<file path="config.mk">
export PLATFORM = sky130hd
export DESIGN_NAME = srm_sequencer
export DESIGN_NICKNAME = d
export VERILOG_FILES = /design/src/rtl/srm_pkg.sv /design/src/rtl/srm_int_sync.sv /design/src/rtl/srm_sequencer.sv
export SDC_FILE = /design/constraint.sdc
export NUM_CORES = 1
export LEC_CHECK = 0
export CAP_MARGIN = 10
export CORE_ASPECT_RATIO = 0.7
export CORE_MARGIN = 2
export CORE_UTILIZATION = 40
export CTS_CLUSTER_DIAMETER = 200
export DETAILED_ROUTE_END_ITERATION = 8
export PLACE_DENSITY_LB_ADDON = 0.05
export SYNTH_ARGS = -nofsm -noshare
export SYNTH_HDL_FRONTEND = slang
export SYNTH_SLANG_ARGS = --single-unit
</file>
<file path="constraint.sdc">
create_clock -name clk -period 2.42 [get_ports clk]
set_clock_uncertainty 0.2 [all_clocks]
set_input_delay 0.726 -clock clk [delete_from_list [all_inputs] [get_ports clk]]
set_output_delay 0.726 -clock clk [all_outputs]
set_load 0.01 [all_outputs]
</file>
<file path="src/rtl/srm_pkg.sv">
// Shared definitions for the SRM control sequencer: state codes and control-word bit positions.
// Latency: none (declarations only).
// Backpressure: none (declarations only).
package srm_pkg;

  localparam int CTL_W = 15;

  // Control-word bit positions as produced by the instruction decoder
  localparam int CTL_C_WE    = 0;
  localparam int CTL_PC_JMP  = 2;
  localparam int CTL_SR_WE   = 3;
  localparam int CTL_MEM_WE  = 4;
  localparam int CTL_MEM_REQ = 14;

  // Sequencer states
  typedef logic [2:0] state_t;
  localparam state_t ST_IDLE   = 3'd0;
  localparam state_t ST_FETCH  = 3'd1;
  localparam state_t ST_DECODE = 3'd2;
  localparam state_t ST_MEM    = 3'd3;
  localparam state_t ST_EXEC   = 3'd4;

  // An instruction needs a data phase when it either reads or writes memory
  function automatic logic needs_mem(input logic [CTL_W-1:0] ctl);
    return ctl[CTL_MEM_REQ] | ctl[CTL_MEM_WE];
  endfunction

endpackage

</file>
<file path="src/rtl/srm_int_sync.sv">
// Interrupt synchroniser: SYNC_STAGES flop chain feeding a sticky pending flag with a clear input.
// Latency: SYNC_STAGES+1 cycles from a stable input level to pending=1.
// Backpressure: none; pending holds until clr, which wins over a same-cycle set.
module srm_int_sync #(
  parameter int SYNC_STAGES = 2
) (
  input  logic clk,
  input  logic rst_n,
  input  logic async_in,
  input  logic clr,
  output logic pending
);

  logic [SYNC_STAGES-1:0] sync_q;

  // Metastability chain: bring the asynchronous level into the clock domain
  always_ff @(posedge clk or negedge rst_n) begin
    if (!rst_n) begin
      sync_q <= '0;
    end else begin
      sync_q[0] <= async_in;
      for (int i = 1; i < SYNC_STAGES; i++) begin
        sync_q[i] <= sync_q[i-1];
      end
    end
  end

  // Sticky pending flag; a clear is taken first so a still-high level re-arms it one cycle later
  always_ff @(posedge clk or negedge rst_n) begin
    if (!rst_n) begin
      pending <= 1'b0;
    end else if (clr) begin
      pending <= 1'b0;
    end else if (sync_q[SYNC_STAGES-1]) begin
      pending <= 1'b1;
    end
  end

endmodule

</file>
<file path="src/rtl/srm_sequencer.sv">
// SRM control sequencer: IDLE -> FETCH -> DECODE -> [MEM] -> EXEC with a one-cycle commit strobe.
// Latency: 3 cycles minimum per non-memory instruction, 4 minimum with a data phase.
// Backpressure: FETCH and MEM hold mem_req until mem_ack; acks in other states are ignored.
module srm_sequencer #(
  parameter int IR_W        = 16,
  parameter int CTL_W       = srm_pkg::CTL_W,
  parameter int SYNC_STAGES = 2
) (
  input  logic             clk,
  input  logic             rst_n,
  input  logic             run,
  input  logic             int_en,
  input  logic             hw_int_async,
  input  logic             mem_ack,
  input  logic [IR_W-1:0]  mem_rdata,
  input  logic [CTL_W-1:0] ctl_in,
  output logic             mem_req,
  output logic             mem_fetch,
  output logic             mem_we,
  output logic [IR_W-1:0]  ir,
  output logic             dec_en,
  output logic             dec_int,
  output logic [CTL_W-1:0] ctl_q,
  output logic [IR_W-1:0]  load_data,
  output logic             commit,
  output logic             int_ack,
  output logic             busy
);

  import srm_pkg::*;

  state_t state;
  state_t state_nxt;
  logic   int_pending;
  logic   int_taken;

  srm_int_sync #(
    .SYNC_STAGES (SYNC_STAGES)
  ) u_int_sync (
    .clk      (clk),
    .rst_n    (rst_n),
    .async_in (hw_int_async),
    .clr      (int_ack),
    .pending  (int_pending)
  );

  // Next-state selection; FETCH and MEM wait on the memory handshake, run is only sampled in IDLE/EXEC
  always_comb begin
    state_nxt = state;
    case (state)
      ST_IDLE:   if (run) state_nxt = ST_FETCH;
      ST_FETCH:  if (mem_ack) state_nxt = ST_DECODE;
      ST_DECODE: state_nxt = needs_mem(ctl_in) ? ST_MEM : ST_EXEC;
      ST_MEM:    if (mem_ack) state_nxt = ST_EXEC;
      ST_EXEC:   state_nxt = run ? ST_FETCH : ST_IDLE;
      default:   state_nxt = ST_IDLE;
    endcase
  end

  // State register; reset abandons any outstanding request immediately
  always_ff @(posedge clk or negedge rst_n) begin
    if (!rst_n) begin
      state <= ST_IDLE;
    end else begin
      state <= state_nxt;
    end
  end

  // Captures: IR on fetch ack, control word and interrupt decision in DECODE, read data on load ack
  always_ff @(posedge clk or negedge rst_n) begin
    if (!rst_n) begin
      ir        <= '0;
      ctl_q     <= '0;
      load_data <= '0;
      int_taken <= 1'b0;
    end else begin
      if (state == ST_FETCH && mem_ack) begin
        ir <= mem_rdata;
      end
      if (state == ST_DECODE) begin
        ctl_q     <= ctl_in;
        int_taken <= dec_int;
      end
      if (state == ST_MEM && mem_ack && !ctl_q[CTL_MEM_WE]) begin
        load_data <= mem_rdata;
      end
    end
  end

  // Strobes are pure functions of state so an asynchronous reset drops them at once
  assign mem_req   = (state == ST_FETCH) || (state == ST_MEM);
  assign mem_fetch = (state == ST_FETCH);
  assign mem_we    = (state == ST_MEM) && ctl_q[CTL_MEM_WE];
  assign dec_en    = (state == ST_DECODE);
  assign dec_int   = (state == ST_DECODE) && int_pending && int_en;
  assign commit    = (state == ST_EXEC);
  assign int_ack   = (state == ST_EXEC) && int_taken;
  assign busy      = (state != ST_IDLE);

endmodule

</file>
==> results by group, run 1 <==
Outcome
  – Status: finished clean

CTS
  – TritonCTS clock tree: yes
  – H-tree levels: 2
  – CTS Sinks: 54
  – TritonCTS buffer count: 5
  – CTS Hold Bufs: 0
  – Clock latency on the worst-skew pair: 290 ps
  – Clock tree buffer depth: 2
  – Clk slew on worst S/H paths: 90 ps
  – Root Driver: clkbuf_8

Floorplanning
  – Core area: 0.00517 mm²
  – # rows: 22
  – Die Area: 0.00591 mm²
  – IO Count: 92
  – Die height: 64.9 µm
  – Initial core utilization: 41.0%
  – Die W: 91.0 µm

Layout
  – Area Overhead vs Synth: 55.4%
  – Post-Layout Cell Count: 316
  – Post-route cell area: 0.00329 mm²
  – Commonest cells after routing, fill and taps aside: clkdlybuf4s50_1, dfrtp_1, mux2_2
  – Reg area: 0.00136 mm²
  – Final nets: 280
  – Layout Utilization: 63.6%
  – Area of the multi-input gates: 724 µm²
  – Fill count: 409
  – Most common cell after layout, fill and taps aside: clkdlybuf4s50_1
  – N_diodes: 0
  – Layout cell share with drive strength beyond 1: 35.7%

Global routing
  – Global-route wire length before repair: 7290 µm
  – Largest net degree at the start of global routing: 30
  – Initial antenna violation count: 0
  – Vias in the first global route: 1553
  – Global route overflow: 0
  – GRT Total Usage: 15.9%

Worst setup path
  – CP Cell Sequence: clkdlybuf4s50_1 > and3_1 > buf_2
  – Kind of critical path: in -> out
  – Worst Path Max Fanout: 2
  – Crit path depth: 3
  – R2R Setup Slk: 620 ps
  – R2R cell count: 5
  – Crit Reg-Reg Startpoint: state[0]
  – Data arrival time of the worst path: 1460 ps
  – Max incr delay on CP: 440 ps
  – Worst Path Required: 1490 ps
  – R2r endpoint: ctl_q[5]
  – Crit start category: input pin
  – Worst path slowest cell: clkdlybuf4s50_1
  – Critical Path Sink: dec_int
  – CP startpoint: int_en
  – Crit end category: output pin
  – Cell family with most CP delay: buffers and inverters
  – Bufs and invs on worst path: 2

Logic synthesis
  – Ys async rst share: 100%
  – Number of flops mapped to enable cells by yosys: 0
  – Yosys cell types: 28
  – Area contributors post-synth: dfrtp_1, mux2_2, buf_4
  – Syn_area_per_cell: 15.8 µm²
  – Ys flop type: dfrtp_1
  – Yosys reg bits: 54
  – Sequential share of the synthesized area: 63.8%
  – Gate Count Post-Synth: 134
  – Mapped Nets: 171
  – Post-synth top area share: 63.8%
  – YS warnings: 0
  – Synth area leader: dfrtp_1
  – Cell Area, Synth: 0.00212 mm²

Power and ir drop
  – Leakage: 1.41 nW
  – Sequential power share: 37.9%
  – Switching power: 1.24 mW
  – Clock Power Share: 12.1%
  – Comb power frac: 50.0%
  – Sw Ratio: 30.1%
  – Power per standard cell area: 1250 mW/mm²
  – Int Pwr: 2.89 mW
  – Total power: 4.13 mW
  – Peak VDD IR: 0.000567 V

Route
  – # DRC: 0
  – Vias per inst: 4.60
  – Detailed Route WL: 4480 µm
  – 1st-pass router iterations: 4
  – Via count: 1455
  – Antenna viol nets, final: 0
  – WL/cell: 14.2 µm
  – Drt initial violations: 15

STA
  – Final setup violation count: 0
  – RSZ-0062 raised after global routing: false
  – Fmax: 419 MHz
  – Period utilisation layout: 98.7%
  – Final Hold Viols: 0
  – Slew @ Worst Pin: 584 ps
  – Minimum clock period: 2390 ps
  – Slew headroom: 61.1%
  – Fin. max-slew vios: 0

Placed design
  – Placed cell areas: 0.00316 mm²
  – Port Buffers: 91
  – Routability congestion estimate from global placement: 0.735
  – HPWL after DPL: 3370 µm
  – Dpl cells: 302

Hold path
  – HP Class: reg -> reg

Flow run
  – Max-Cap Viols: 0
[final cells by class]
type	instances	share of cell area [%]
Clock inverter	1	0.152
Multi-Input combinational cell	71	22.0
Sequential cell	54	41.1
Clock buffer	7	2.62
Inverter	3	0.342
Tap cell	72	2.74
Timing Repair Buffer	108	31.0
[cell families (layout without fill, tap and decap cells)]
kind of cell	count (synthesis)	in the layout	synth area share [%]
flops	54	54	63.8
mux	47	47	25.0
simple gates	18	18	6.43
buf+inv	9	119	3.01
compound gates	5	5	1.42
xor+xnor	1	1	0.413
[Yosys cell counts, types with 2 or more instances]
cell type / number
nor3b_1: 2
inv_1: 2
dfrtp_1: 54
mux2_2: 47
nor2_1: 3
buf_4: 3
a21oi_1: 2
[repair_timing]
item,in CTS,in global routing
pin swaps,1,0
resized for setup,18,7
buffers inserted,6,0
gates cloned,0,0
setup endpoints to repair,8,3
[power groups by stage]
stage	logic (mW)	registers [mW]	clock network, mW
after global routing	2.20	1.63	0.561
after floorplan	0.728	1.74	0
after detailed placement	2.02	1.60	0
after global placement	1.98	1.57	0
after CTS	2.08	1.56	0.521
final	2.07	1.56	0.501
[metrics by stage]
step | TNS (ps) | hold WS [ps] | worst slack (ps)
6_report | 0 | 154 | 32.5
3_3_place_gp | -366 | 136 | -366
5_1_grt | 0 | 182 | 10.3
4_1_cts | 0 | 156 | 2.97
2_1_floorplan | 0 | 131 | 275
3_5_place_dp | -411 | 135 | -385
[metal layers]
metal | GRT usage [%] | vias up | part of all wire (%)
met1 | 18.6 | 706 | 42
met4 | 5.87 | 0 | 1.2
met2 | 26.9 | 54 | 49
met5 | 0 | - | 0
li1 | - | 688 | -
met3 | 6.05 | 7 | 8.2
[worst min-delay path by stage]
stage,from,endpoint,cells after the start
3_5_place_dp,u_int_sync.sync_q[0],u_int_sync.sync_q[1],0
3_3_place_gp,u_int_sync.sync_q[0],u_int_sync.sync_q[1],0
5_1_grt,u_int_sync.sync_q[0],u_int_sync.sync_q[1],0
2_1_floorplan,u_int_sync.sync_q[0],u_int_sync.sync_q[1],0
6_report,u_int_sync.sync_q[0],u_int_sync.sync_q[1],0
4_1_cts,u_int_sync.sync_q[0],u_int_sync.sync_q[1],0
[sequential cells by signal, summed over array words and instances (netlist names)]
| signal | flops |
|---|---|
| state | 3 |
| u_int_sync.pending | 1 |
| int_taken | 1 |
| ir | 16 |
| u_int_sync.sync_q | 2 |
| load_data | 16 |
| ctl_q | 15 |
No activity file was read; power rests on OpenSTA's default activity.
==> run 2: changes to the inputs <==
--- a/config.mk
+++ b/config.mk
@@ -8,7 +8,7 @@
 export CAP_MARGIN = 10
 export CORE_ASPECT_RATIO = 0.7
 export CORE_MARGIN = 2
-export CORE_UTILIZATION = 40
+export CORE_UTILIZATION = 42
 export CTS_CLUSTER_DIAMETER = 200
 export DETAILED_ROUTE_END_ITERATION = 8
 export PLACE_DENSITY_LB_ADDON = 0.05
==> constraint.sdc (replaced) <==
create_clock -name clk -period 2.2 [get_ports clk]
set_clock_uncertainty 0.2 [all_clocks]
set_input_delay 0.66 -clock clk [delete_from_list [all_inputs] [get_ports clk]]
set_output_delay 0.66 -clock clk [all_outputs]
set_load 0.01 [all_outputs]
==> results by group, run 2 (synthesized netlist as in run 1, its figures left out) <==
Outcome
  – Violated checks: negative setup slack
  – Status: finished with violations

Worst setup path
  – Bufs and invs on worst path: 3 (+1)
  – CP Cell Sequence: buf_6 > buf_6 > or3_1 > buf_2
  – R2R Setup Slk: 250 ps (-370 ps)
  – Cell family with most CP delay: flip-flops
  – Kind of critical path: reg -> out
  – CP startpoint: state[2]
  – Worst path slowest cell: dfrtp_1
  – Max incr delay on CP: 430 ps (about the same)
  – Crit start category: register
  – Crit Reg-Reg Startpoint: state[0]
  – R2r endpoint: ir[6]
  – Data arrival time of the worst path: 1410 ps (-50 ps)
  – Crit end category: output pin
  – Worst Path Max Fanout: 4 (+2)
  – Top cell by count, worst path: buf_6
  – Worst Path Required: 1340 ps (-150 ps)
  – R2R cell count: 7 (+2)

Hold path
  – HP Class: in -> async

Floorplanning
  – # rows: 21 (-4.5%)
  – IO Count: 92 (unchanged)
  – Initial core utilization: 44.1% (+3.1 points)
  – Die W: 88.9 µm (-2.3%)
  – Core area: 0.00481 mm² (-7.1%)
  – Die height: 63.4 µm (-2.3%)
  – Die Area: 0.00564 mm² (-4.5%)

CTS
  – H-tree levels: 2 (unchanged)
  – Clock latency on the worst-skew pair: 300 ps (about the same)
  – Clock tree buffer depth: 2 (unchanged)
  – Root Driver: clkbuf_8
  – TritonCTS buffer count: 5 (unchanged)
  – TritonCTS clock tree: yes
  – CTS Sinks: 54 (unchanged)
  – Clk slew on worst S/H paths: 90 ps (about the same)

Route
  – Drt initial violations: 44 (+29)
  – 1st-pass router iterations: 4 (unchanged)
  – Antenna viol nets, final: 0 (unchanged)
  – WL/cell: 14.6 µm (+3.1%)
  – # DRC: 0 (unchanged)
  – Detailed Route WL: 4650 µm (+3.8%)
  – Via count: 1493 (+2.6%)
  – Vias per inst: 4.69 (+2.0%)

Global routing
  – Initial antenna violation count: 0 (unchanged)
  – GRT Total Usage: 17.6% (+1.7 points)
  – Largest net degree at the start of global routing: 55 (+83%)
  – Global-route wire length before repair: 7620 µm (+4.4%)
  – Vias in the first global route: 1608 (+3.5%)
  – Global route overflow: 0 (unchanged)

Placed design
  – Setup Slack @ Placement: -497 ps (-112 ps)
  – Routability congestion estimate from global placement: 0.773 (+5.2%)
  – HPWL after DPL: 3420 µm (+1.7%)
  – Port Buffers: 91 (unchanged)

Layout
  – Area Overhead vs Synth: 59.0%
  – Most common cell after layout, fill and taps aside: clkdlybuf4s50_1
  – Final nets: 285 (+1.8%)
  – Commonest cells after routing, fill and taps aside: clkdlybuf4s50_1, dfrtp_1, mux2_2
  – N_diodes: 0 (unchanged)
  – Largest registers: ir x16, load_data x16, ctl_q x15
  – Layout cell share with drive strength beyond 1: 37.8% (+2.1 points)

STA
  – Fin. max-slew vios: 0 (unchanged)
  – Period utilisation layout: 103%
  – Fin Hold WS: 130 ps (-23.8 ps)
  – Setup TNS: -140 ps (-140 ps)
  – Slew headroom: 81.0% (+20 points)
  – Final worst slack: -73.3 ps (-106 ps)
  – Final Hold Viols: 0 (unchanged)
  – Fmax: 440 MHz
  – RSZ-0062 raised after global routing: true
  – Slew @ Worst Pin: 284 ps (-299 ps)
  – Final setup violation count: 2 (+2)
  – Minimum clock period: 2270 ps

Power and ir drop
  – Power per standard cell area: 1380 mW/mm² (+10%)
  – Total power: 4.66 mW (+13%)
  – Peak VDD IR: 0.000723 V (+27%)
  – Leakage: 1.44 nW (+2.1%)

Flow run
  – Max-Cap Viols: 0 (unchanged)
==> run 2: cell types whose count changed in the layout (fill, tap and decap cells not counted), moves of 2 or more <==
cell / before / now
and3_4: 0 / 2
buf_12: 1 / 3
buf_6: 0 / 8
dfrtp_1: 51 / 54
dfrtp_2: 3 / 0
dlygate4sd2_1: 4 / 0
==> run 2: where the power goes <==
part / internal [mW] / switching (mW)
combinational: 1.54 / 0.851
clock: 0.225 / 0.308
sequential: 1.46 / 0.268
total: 3.23 / 1.43
==> run 2: area by class of cell <==
cell class	count	area (µm²)
fill	339	1440
sequential	54	1350
timing repair buffer	113	1110
multi-input combinational	71	727
tap	69	86.3
clock buffer	6	72.6
clock inverter	2	13.8
inverter	3	11.3
==> run 2: worst max path at each step <==
stage               endpoint  slack (ps)  cells after the start
finish                  busy         -70                      4
global route            busy        -140                      4
CTS                     busy        -120                      4
detailed placement   dec_int        -500                      3
global placement     dec_int        -460                      3
floorplan            dec_int         120                      3
==> run 2: what timing repair did <==
item,CTS,global route
buffers inserted,5,2
hold endpoints to repair,0,0
gates cloned,0,0
resized for setup,34,10
setup endpoints to repair,8,7
pin swaps,3,4
hold buffers,0,0
==> run 2: metrics by stage <==
stage	std cells	util, %	instance area (µm²)
floorplan	134	-	2120
global placement	305	67.1	3220
detailed placement	305	67.1	3220
CTS	317	69.5	3340
global route	318	70.1	3370
finish	318	70.1	3370
==> run 2: metal layers <==
metal / global-route usage, % / part of all wire [%] / up-vias
li1: - / - / 695
met1: 23.6 / 44 / 747
met2: 27.8 / 48 / 51
met3: 6.03 / 8.1 / 0
met4: 3.41 / 0 / 0
met5: 0 / 0 / -
==> run 3: changes to the inputs <==
--- a/config.mk
+++ b/config.mk
@@ -5,12 +5,11 @@
 export SDC_FILE = /design/constraint.sdc
 export NUM_CORES = 1
 export LEC_CHECK = 0
-export CAP_MARGIN = 10
 export CORE_ASPECT_RATIO = 0.7
 export CORE_MARGIN = 2
 export CORE_UTILIZATION = 42
-export CTS_CLUSTER_DIAMETER = 200
 export DETAILED_ROUTE_END_ITERATION = 8
+export MAX_ROUTING_LAYER = met4
 export PLACE_DENSITY_LB_ADDON = 0.05
 export SYNTH_ARGS = -nofsm -noshare
 export SYNTH_HDL_FRONTEND = slang
==> results by group, run 3 (synthesized netlist as in run 1, its figures left out) <==
Worst setup path
  – Worst Path Required: 1340 ps (about the same)
  – Crit Reg-Reg Startpoint: state[0]
  – Worst Path Max Fanout: 4 (unchanged)
  – R2R Setup Slk: 250 ps (about the same)
  – CP startpoint: state[2]
  – Data arrival time of the worst path: 1410 ps (about the same)
  – Crit end category: output pin
  – Crit start category: register
  – Kind of critical path: reg -> out

Power and ir drop
  – Peak VDD IR: 0.000723 V (about the same)
  – Power per standard cell area: 1380 mW/mm² (about the same)
  – Leakage: 1.44 nW (unchanged)
  – Total power: 4.66 mW (about the same)

Placed design
  – Port Buffers: 91 (unchanged)
  – Dpl cells: 305 (unchanged)
  – Routability congestion estimate from global placement: 0.784 (+1.4%)
  – HPWL after DPL: 3420 µm (unchanged)

Floorplanning
  – Die W: 88.9 µm (unchanged)
  – Core area: 0.00481 mm² (unchanged)
  – Die Area: 0.00564 mm² (unchanged)
  – # rows: 21 (unchanged)
  – IO Count: 92 (unchanged)
  – Initial core utilization: 44.1% (unchanged)
  – Die height: 63.4 µm (unchanged)

Layout
  – Commonest cells after routing, fill and taps aside: clkdlybuf4s50_1, dfrtp_1, mux2_2
  – N_diodes: 0 (unchanged)
  – Layout Utilization: 70.1% (unchanged)
  – Layout cell share with drive strength beyond 1: 37.8% (unchanged)
  – Most common cell after layout, fill and taps aside: clkdlybuf4s50_1
  – Largest registers: ir x16, load_data x16, ctl_q x15
  – Final nets: 285 (unchanged)
  – Post-Layout Cell Count: 318 (unchanged)
  – Area Overhead vs Synth: 59.0% (unchanged)

Hold path
  – HP Class: in -> async

Route
  – WL/cell: 14.6 µm (+0.26%)
  – Antenna viol nets, final: 0 (unchanged)
  – Detailed Route WL: 4660 µm (+0.26%)
  – Drt initial violations: 48 (+9.1%)
  – # DRC: 0 (unchanged)
  – 1st-pass router iterations: 4 (unchanged)
  – Vias per inst: 4.70 (about the same)
  – Via count: 1494 (+0.067%)

STA
  – Fin. max-slew vios: 0 (unchanged)
  – Slew @ Worst Pin: 286 ps (+1.12 ps)
  – Final Hold Viols: 0 (unchanged)
  – Setup TNS: -140 ps (-0.0970 ps)
  – Final setup violation count: 2 (unchanged)
  – Final worst slack: -73.4 ps (-0.0971 ps)
  – Period utilisation layout: 103% (about the same)
  – Minimum clock period: 2270 ps (+0.0971 ps)
  – Fin Hold WS: 130 ps (+0.250 ps)
  – Fmax: 440 MHz (about the same)
  – RSZ-0062 raised after global routing: true
  – Slew headroom: 81.0% (about the same)

Global routing
  – Global-route wire length before repair: 7640 µm (+0.28%)
  – Global route overflow: 0 (unchanged)
  – GRT Total Usage: 18.1% (+0.58 points)
  – Largest net degree at the start of global routing: 55 (unchanged)
  – Initial antenna violation count: 0 (unchanged)
  – Vias in the first global route: 1601 (-0.44%)

CTS
  – Clk slew on worst S/H paths: 90 ps (about the same)
  – Root Driver: clkbuf_8
  – H-tree levels: 2 (unchanged)
  – Clock tree buffer depth: 2 (unchanged)
  – CTS Sinks: 54 (unchanged)
  – CTS Hold Bufs: 0 (unchanged)
  – TritonCTS buffer count: 5 (unchanged)
  – Clock latency on the worst-skew pair: 300 ps (about the same)
  – TritonCTS clock tree: yes

Outcome
  – Violated checks: negative setup slack
  – Status: finished with violations

Flow run
  – Max-Cap Viols: 0 (unchanged)
-- run 3: cell counts in the layout (fill, tap and decap cells not counted) --
Identical to the previous run, type by type.
-- run 3: worst paths after layout --
check,end,cells after the start
hold reg to reg,u_int_sync.sync_q[1],0
max in group asynchronous,state[0],2
hold / removal,ctl_q[0],2
min in group clk,u_int_sync.sync_q[1],0
setup / recovery,busy,4
setup reg to reg,ir[6],7
-- run 3: layer usage --
layer	share of wire [%]	global-route usage (%)	vias to the layer above
li1	-	-	695
met2	47	27.8	51
met4	0	3.41	0
met3	6.2	4.33	0
met5	0	-	-
met1	46	25.0	748
-- run 3: what timing repair did --
action,in CTS,in global routing
gates resized for setup,34,10
endpoints found under the setup margin,8,7
pin swaps,3,4
endpoints found under the hold margin,0,0
buffers inserted,5,2
-- run 3: where the power goes --
group	total (mW)	internal, mW	leakage, nW	switching [mW]
clock	0.535	0.225	0.0452	0.310
combinational	2.40	1.54	0.750	0.854
sequential	1.73	1.46	0.646	0.268
total	4.66	3.23	1.44	1.43
-- run 3: final cells by class --
| cell class | instances | area, µm² |
|---|---|---|
| inverters | 3 | 11.3 |
| repair buffers | 113 | 1110 |
| clock buffers | 6 | 72.6 |
| well taps | 69 | 86.3 |
| clock inverters | 2 | 13.8 |
| flip-flops and latches | 54 | 1350 |
| multi-input cells | 71 | 727 |
| fillers | 339 | 1440 |
-- run 3: critical path: stages (launching register included) --
cell and delay [ps]:
dfrtp_1 430, buf_6 140, buf_6 100, or3_1 300, buf_2 150
-- run 3: through the flow --
stage | area (µm²) | setup slack (ps)
2_1_floorplan | 2120 | 121
3_3_place_gp | 3220 | -458
3_5_place_dp | 3220 | -497
4_1_cts | 3340 | -119
5_1_grt | 3370 | -144
6_report | 3370 | -73.4
